## src/rtl/mem_ctrl.sv

```systemverilog
// mem_ctrl: single-port byte-wide memory sequencer shared between instruction
// fetch and the load/store buffer. Requests are split into one byte access per
// cycle, read data is assembled little-endian, and completion is a done pulse.
module mem_ctrl #(
  parameter int IF_BYTES = 4
) (
  input  logic                  clk_in,
  input  logic                  rst_in,
  input  logic                  rdy_in,
  input  logic                  clear,
  input  logic                  if_req,
  input  logic [31:0]           if_addr,
  output logic                  if_done,
  output logic [8*IF_BYTES-1:0] if_data,
  input  logic                  lsb_req,
  input  logic                  lsb_wr,
  input  logic [1:0]            lsb_size,
  input  logic [31:0]           lsb_addr,
  input  logic [31:0]           lsb_wdata,
  output logic                  lsb_done,
  output logic [31:0]           lsb_rdata,
  input  logic [7:0]            mem_din,
  output logic [7:0]            mem_dout,
  output logic [31:0]           mem_a,
  output logic                  mem_wr
);

  typedef enum logic [2:0] {S_IDLE, S_IF_RD, S_LS_RD, S_LS_WR, S_DONE} state_t;

  localparam logic G_IF  = 1'b0;
  localparam logic G_LSB = 1'b1;

  state_t                state_q, state_d;
  logic [2:0]            cnt_q, cnt_d;      // bytes handled so far in this transaction
  logic [2:0]            n_q, n_d;          // byte count of this transaction
  logic [31:0]           addr_q, addr_d;
  logic [31:0]           wdata_q, wdata_d;
  logic [55:0]           buf_q, buf_d;      // read assembly buffer, widest fetch is 7 bytes
  logic                  last_q, last_d;    // owner of the most recent grant
  logic [31:0]           mem_a_q, mem_a_d;
  logic [7:0]            mem_dout_q, mem_dout_d;
  logic                  mem_wr_q, mem_wr_d;
  logic                  if_done_q, if_done_d;
  logic [8*IF_BYTES-1:0] if_data_q, if_data_d;
  logic                  lsb_done_q, lsb_done_d;
  logic [31:0]           lsb_rdata_q, lsb_rdata_d;

  logic [3:0]            nxt_s;             // index of the next byte to issue
  logic [2:0]            lsb_n_s;           // byte count implied by lsb_size

  // Decode the load/store size; the reserved encoding behaves as a word.
  always_comb begin
    lsb_n_s = 3'd4;
    case (lsb_size)
      2'b00:   lsb_n_s = 3'd1;
      2'b01:   lsb_n_s = 3'd2;
      default: lsb_n_s = 3'd4;
    endcase
  end

  // Next-state, arbitration and byte sequencing; everything holds while rdy_in is low.
  always_comb begin
    state_d     = state_q;
    cnt_d       = cnt_q;
    n_d         = n_q;
    addr_d      = addr_q;
    wdata_d     = wdata_q;
    buf_d       = buf_q;
    last_d      = last_q;
    mem_a_d     = mem_a_q;
    mem_dout_d  = mem_dout_q;
    mem_wr_d    = mem_wr_q;
    if_done_d   = if_done_q;
    if_data_d   = if_data_q;
    lsb_done_d  = lsb_done_q;
    lsb_rdata_d = lsb_rdata_q;
    nxt_s       = {1'b0, cnt_q} + 4'd1;

    if (rdy_in) begin
      if_done_d  = 1'b0;
      lsb_done_d = 1'b0;
      case (state_q)
        S_IDLE: begin
          mem_wr_d = 1'b0;
          if (clear) begin
            state_d = S_IDLE;
          end else if (if_req && (!lsb_req || (last_q == G_LSB))) begin
            state_d = S_IF_RD;
            last_d  = G_IF;
            addr_d  = if_addr;
            n_d     = 3'(IF_BYTES);
            cnt_d   = 3'd0;
            buf_d   = 56'd0;
            mem_a_d = if_addr;
          end else if (lsb_req) begin
            last_d  = G_LSB;
            addr_d  = lsb_addr;
            wdata_d = lsb_wdata;
            n_d     = lsb_n_s;
            cnt_d   = 3'd0;
            buf_d   = 56'd0;
            mem_a_d = lsb_addr;
            if (lsb_wr) begin
              state_d    = S_LS_WR;
              mem_dout_d = lsb_wdata[7:0];
              mem_wr_d   = 1'b1;
            end else begin
              state_d = S_LS_RD;
            end
          end else begin
            state_d = S_IDLE;
          end
        end
        S_IF_RD, S_LS_RD: begin
          mem_wr_d = 1'b0;
          if (clear) begin
            // a flushed read has no side effects, so drop it on the spot
            state_d = S_IDLE;
          end else begin
            // mem_din lags the address by one cycle, so it belongs to byte cnt-1
            if (cnt_q != 3'd0) begin
              buf_d[{cnt_q - 3'd1, 3'b000} +: 8] = mem_din;
            end else begin
              buf_d = buf_q;
            end
            if (nxt_s < {1'b0, n_q}) begin
              mem_a_d = addr_q + {28'd0, nxt_s};
            end else begin
              mem_a_d = mem_a_q;
            end
            if (cnt_q == n_q) begin
              state_d = S_DONE;
              if (state_q == S_IF_RD) begin
                if_done_d = 1'b1;
                if_data_d = buf_d[8*IF_BYTES-1:0];
              end else begin
                lsb_done_d  = 1'b1;
                lsb_rdata_d = buf_d[31:0];
              end
            end else begin
              cnt_d = cnt_q + 3'd1;
            end
          end
        end
        S_LS_WR: begin
          // stores are committed once started, so clear is ignored here
          if (nxt_s < {1'b0, n_q}) begin
            mem_a_d    = addr_q + {28'd0, nxt_s};
            mem_dout_d = wdata_q[{nxt_s[1:0], 3'b000} +: 8];
            mem_wr_d   = 1'b1;
            cnt_d      = cnt_q + 3'd1;
          end else begin
            mem_wr_d   = 1'b0;
            lsb_done_d = 1'b1;
            state_d    = S_DONE;
          end
        end
        S_DONE: begin
          mem_wr_d = 1'b0;
          state_d  = S_IDLE;
        end
        default: begin
          mem_wr_d = 1'b0;
          state_d  = S_IDLE;
        end
      endcase
    end else begin
      state_d = state_q;
    end
  end

  // State and output registers with asynchronous reset.
  always_ff @(posedge clk_in or posedge rst_in) begin
    if (rst_in) begin
      state_q     <= S_IDLE;
      cnt_q       <= 3'd0;
      n_q         <= 3'd0;
      addr_q      <= 32'd0;
      wdata_q     <= 32'd0;
      buf_q       <= 56'd0;
      last_q      <= G_LSB;
      mem_a_q     <= 32'd0;
      mem_dout_q  <= 8'd0;
      mem_wr_q    <= 1'b0;
      if_done_q   <= 1'b0;
      if_data_q   <= '0;
      lsb_done_q  <= 1'b0;
      lsb_rdata_q <= 32'd0;
    end else begin
      state_q     <= state_d;
      cnt_q       <= cnt_d;
      n_q         <= n_d;
      addr_q      <= addr_d;
      wdata_q     <= wdata_d;
      buf_q       <= buf_d;
      last_q      <= last_d;
      mem_a_q     <= mem_a_d;
      mem_dout_q  <= mem_dout_d;
      mem_wr_q    <= mem_wr_d;
      if_done_q   <= if_done_d;
      if_data_q   <= if_data_d;
      lsb_done_q  <= lsb_done_d;
      lsb_rdata_q <= lsb_rdata_d;
    end
  end

  assign mem_a     = mem_a_q;
  assign mem_dout  = mem_dout_q;
  assign mem_wr    = mem_wr_q;
  assign if_done   = if_done_q;
  assign if_data   = if_data_q;
  assign lsb_done  = lsb_done_q;
  assign lsb_rdata = lsb_rdata_q;

endmodule

```

## config.mk

```make
export PLATFORM = sky130hd
export DESIGN_NAME = mem_ctrl
export DESIGN_NICKNAME = d
export VERILOG_FILES = /design/src/rtl/mem_ctrl.sv
export SDC_FILE = /design/constraint.sdc
export NUM_CORES = 1
export LEC_CHECK = 0
export ABC_AREA = 0
export ABC_CLOCK_PERIOD_IN_PS = 20000
export CORE_MARGIN = 2
export CORE_UTILIZATION = 55
export CTS_CLUSTER_SIZE = 28
export DETAILED_ROUTE_END_ITERATION = 8
export HOLD_SLACK_MARGIN = 0.03
export PLACE_DENSITY = 0.86
export SETUP_SLACK_MARGIN = 0.05
export SYNTH_ARGS = -nofsm -noshare
export SYNTH_HDL_FRONTEND = slang
export SYNTH_SLANG_ARGS = --single-unit
```

## constraint.sdc

```tcl
create_clock -name clk_in -period 20 [get_ports clk_in]
set_input_delay 2 -clock clk_in [delete_from_list [all_inputs] [get_ports clk_in]]
set_output_delay 2 -clock clk_in [all_outputs]
set_load 0.01 [all_outputs]
```

-- Yosys cells after proc, flatten, opt, wreduce, memory -nomap -nowiden
Cells that the tools add are included.
- $add $sub $neg: 5
- multiplexer cells: 54
- reductions and logical operators: 21
- equal/unequal tests: 16
- shifts and indexed selects: 3
- $lt $le $gt $ge: 1
- bitwise operators: 3
- operators by type and width (cell ; number):
    $mux W56 ; 5
    $mux W32 ; 5
    $pmux W56 S2 ; 1
    $pmux W32 S3 ; 1
    $bwmux W56 ; 1
    $shift A8 B8 Y56 const A ; 1
    $shiftx A8 B8 Y56 ; 1
    $mux W3 ; 14
    $mux W8 ; 5
    $add A32 B4 Y32 ; 1
    $shiftx A32 B6 Y8 ; 1
    $reduce_and A5 Y1 ; 5
    $ne A2 B2 Y1 const B ; 9
    $pmux W3 S3 ; 2
    $mux W1 ; 16
    $pmux W8 S2 ; 1
    $reduce_and A7 Y1 ; 2
    $neg A6 Y8 ; 1
    $eq A3 B2 Y1 const B ; 2
    $ne A3 B3 Y1 const B ; 2
    $pmux W3 S2 ; 1
    $reduce_and A6 Y1 ; 1
    $reduce_bool A2 Y1 ; 3
    $reduce_bool A3 Y1 ; 2
    other kinds (17) ; 20
- bits of input ports: 113
- register bits after elaboration: 237
- output and inout bits: 107
- logic and storage cells: 118

-- Longest topological paths before layout
- word-level depth: 7
- mapped depth: 10
- depth with buffers taken out: 9

-- Worst setup path after synthesis
No wires, ideal clock.
- path kind: input to register
- start point: in lsb_req
- end point: reg wdata_q[10]
- arrival: 3.385 ns
- path slack: 16.490 ns
- setup time: 0.125 ns
- required time: 19.875 ns
- stages on the path: 6
- path buffers: 1
- path through: inv_1 o21ai_2 nand3_1 nor2_2 buf_2 mux2_2
- longest elaborated chain between the ends: 5
- RTL lines (item ; line ; source):
    start, declared ; 15 ; input logic lsb_req,
    $logic_not A1 Y1 ; 87 ; end else if (if_req && (!lsb_req || (last_q == G_LSB))) begin
    $logic_or A1 B1 Y1 ; 87 ;
    $logic_and A1 B1 Y1 ; 87 ;
    $not A1 Y1 (no source line) ; - ;
    $reduce_and A5 Y1 (no source line) * ; - ;
    end signal, assigned ; 194 ; wdata_q <= wdata_d;
    end, declared ; 37 ; logic [31:0] wdata_q, wdata_d;
Mark *: on every way between the ends. The rest lies on a longest branch, timed or not.
A chain may end at the register's enable or synchronous reset.

-- Worst setup path in the final report
- start point: in rdy_in
- end point: reg mem_a_q[18], in the netlist mem_a[18]
- longest elaborated chain between the ends: 1
- RTL lines (item ; line ; source):
    start, declared ; 9 ; input logic rdy_in,
    $reduce_and A5 Y1 (no source line) ; - ;
    end signal, assigned ; 197 ; mem_a_q <= mem_a_d;
    end, declared ; 40 ; logic [31:0] mem_a_q, mem_a_d;
No other way between the ends.

==> run summary <==
Clk sinks: 213
GP Congestion: 0.829
Port bufs: 219
Sequential Area: 5330 sq um
Total grt overflow: 0
Setup crit start kind: input port
Final hold violations: 0
Mapped Nets: 1044
Max Cap Viol: 0
Met1 usage: 34.9%
CTS H-tree depth: 1
Die height: 141 microns
Area occupied by multi-input gates: 4560 sq um
Final setup violation count: 0
Number of warnings issued by yosys: 0
Die W: 141 microns
Synth cell types: 66
Antenna violations before repair: 0
Synthesized area: 10300 sq um
CTS tree: yes
Commonest non-fill, non-tap cells in the layout: 219 x clkdlybuf4s50_1, 212 x dfrtp_1, 111 x nand2_1
M3 GR Usage: 4.75%
WP data required: 20380 ps
Iter 0 DRT Violations: 622
Area growth syn-to-layout: 28.7%
Placed wire-length estimate: 17400 microns
Hold_buf cts: 0
Maximum vdd drop: 0.0987 mV
Post-synth ARST share: 100%
Worst slack, placed: 15360 ps
Core footprint: 18100 sq um
Crit path kind: input port to register
Seq/Total Area, Yosys: 52.0%
CTS Buffer Depth: 3
Final ANT Viol Nets: 0
Layout cells sized above 1: 11.9%
CTS buffer count: 23
Average wire per standard cell: 18.5 microns
RSZ-0062 raised after global routing: false
Post_cts resized: 0
Max FO, Critical Path: 61
P per Cell Area: 121 nW/um^2
Worst EP arrival: 4510 ps
GRT Util Overall: 25.3%
Nature of the critical path endpoint: register
Avg Inst Size Synth: 11.2 sq um
Synth Register Bits: 213
Most Used Layer, Global Route: met2
Largest net degree at the start of global routing: 131
Fill cell count: 1244
Final critical-path share of the clock period: 20.6%
Hold/Removal Path Class: register to register
Max Slew Vio Count: 0
First-pass GRT wire length: 40700 microns
Worst slew pin tran: 1060 ps
Fin nets: 1234
Layout Skew: 12.9 ps
Post-CTS setup buffers: 0
P_leak: 5.76 nW
Die Area: 19700 sq um
CP max-delay cell: buf_4
Final core utilization: 72.7%
Fmax: 0.242 GHz
Root Driver: clkbuf_16
Final Total Pwr: 1.59 mW
Most common cell after layout, fill and taps aside: clkdlybuf4s50_1
Max_slew headroom: 29.6%
Status: finished clean
Via Count: 7916
CP peak stage delay: 520 ps
Critical-path cell list: clkdlybuf4s50_1 -> nand2b_1 -> a221o_1 -> nand2b_2 -> buf_4 -> nor2_1 -> a221o_1
Row Count: 49
EDFF count, synth: 0
DR DRC count: 0
Syn Inst Count: 916
Fin Setup TNS: 0 ps
Ys flop type: dfrtp_1
Initial Util: 56.5%
1st-pass router iterations: 5
Via density: 5.86
N_diodes: 0
Clk_lat worst skew: 510 ps
Final min period: 4130 ps
Vias in the first global route: 7908
I/O pin cnt: 220
Met2 Use GR: 40.9%
Final wirelength: 25000 microns
Post-route setup slack: 15870 ps
Clock-pin slew on the worst setup and hold paths: 60 ps
Top cell by count, worst path: a221o_1
[power by group]
group	total, mW	switching [mW]	internal, mW
Clock	0.395	0.168	0.227
Combinational	0.563	0.280	0.284
Sequential	0.633	0.0889	0.544
[routing by layer]
layer	part of all wire, %	wire length (microns)
met1	43	10700
met2	48	12000
met3	6.5	1630
met4	2.8	709
met5	0	0
[metrics by stage]
stage	hold WS (ps)	std cells	cell area, sq um
floorplan	447	916	10300
global placement	463	1310	12500
detailed placement	470	1310	12500
CTS	483	1352	13200
global route	503	1352	13200
finish	481	1352	13200
[kinds of logic (layout without fill, tap and decap cells)]
logic type	count (synthesis)	in the layout	share of synthesized area [%]
muxes	113	113	12.7
adders and majority gates	15	15	1.90
xor gates and xnor gates	25	25	2.21
and+or+nand+nor	233	233	11.2
DFF	213	213	52.0
buffers and inverters	77	284	3.75
AOI/OAI and AO/OA	240	240	16.2
[sequential cells by signal (all words and copies together), names as in the netlist]
register / cells
addr_q: 32
buf_q: 32
if_data: 32
lsb_rdata: 32
mem_a: 32
wdata_q: 32
mem_dout: 8
cnt_q: 3
n_q: 3
state_q: 3
if_done: 1
last_q: 1
lsb_done: 1
mem_wr: 1
[critical path, delay by kind of cell]
family                 cells  cell delay (ps)
buffers and inverters      2             1010
AO/OA/AOI/OAI              2              790
AND/OR/NAND/NOR            3              680
[path summary, 6_finish.rpt]
| path | start | to | slack (ps) | depth (start not counted) |
|---|---|---|---|---|
| hold reg to reg | if_data[19]$_DFFE_PP0P_ | if_data[19]$_DFFE_PP0P_ | 480 | 2 |
| max in group asynchronous | rst_in | mem_a[25]$_DFFE_PP0P_ | 16320 | 3 |
| hold / removal | if_data[19]$_DFFE_PP0P_ | if_data[19]$_DFFE_PP0P_ | 480 | 2 |
| min in group asynchronous | rst_in | if_done$_DFFE_PP0P_ | 2080 | 2 |
| setup / recovery | rdy_in | mem_a[18]$_DFFE_PP0P_ | 15870 | 7 |
| setup reg to reg | cnt_q[1]$_DFFE_PP0P_ | mem_a[17]$_DFFE_PP0P_ | 16190 | 9 |
[synth_stat cells, types with 3 or more instances]
master / instances / area share (%)
and4_1: 7 / 0.60
clkbuf_1: 19 / 0.70
nor2b_1: 11 / 0.67
a22oi_1: 9 / 0.66
mux2i_1: 45 / 4.4
nor2_1: 27 / 0.99
mux2_2: 60 / 6.6
o21ai_1: 49 / 2.4
nand2b_1: 7 / 0.43
xnor2_1: 11 / 0.94
a32o_1: 4 / 0.39
buf_6: 9 / 0.99
a21oi_1: 17 / 0.83
inv_1: 15 / 0.55
a31oi_1: 10 / 0.61
or3_1: 3 / 0.18
a211oi_1: 12 / 0.88
ha_1: 14 / 1.7
nand3_1: 17 / 0.83
xor2_1: 13 / 1.1
buf_2: 22 / 1.1
a221o_1: 15 / 1.5
a22o_1: 36 / 3.1
buf_1: 12 / 0.44
and3_1: 12 / 0.73
a21o_1: 19 / 1.4
nand2_1: 111 / 4.1
nand4_1: 7 / 0.43
dfrtp_1: 212 / 52
nor4_1: 4 / 0.24
mux4_2: 8 / 1.8
nor3_1: 10 / 0.49
o21ai_0: 50 / 2.4
[cell type report]
| cell class | count | area share (%) |
|---|---|---|
| multi-input combinational | 626 | 34.6 |
| clock inverter | 9 | 0.370 |
| inverter | 15 | 0.484 |
| timing repair buffer | 227 | 17.1 |
| clock buffer | 33 | 4.95 |
| tap | 229 | 2.17 |
| sequential | 213 | 40.4 |
Note: power is estimated with default switching activity, not from simulation.
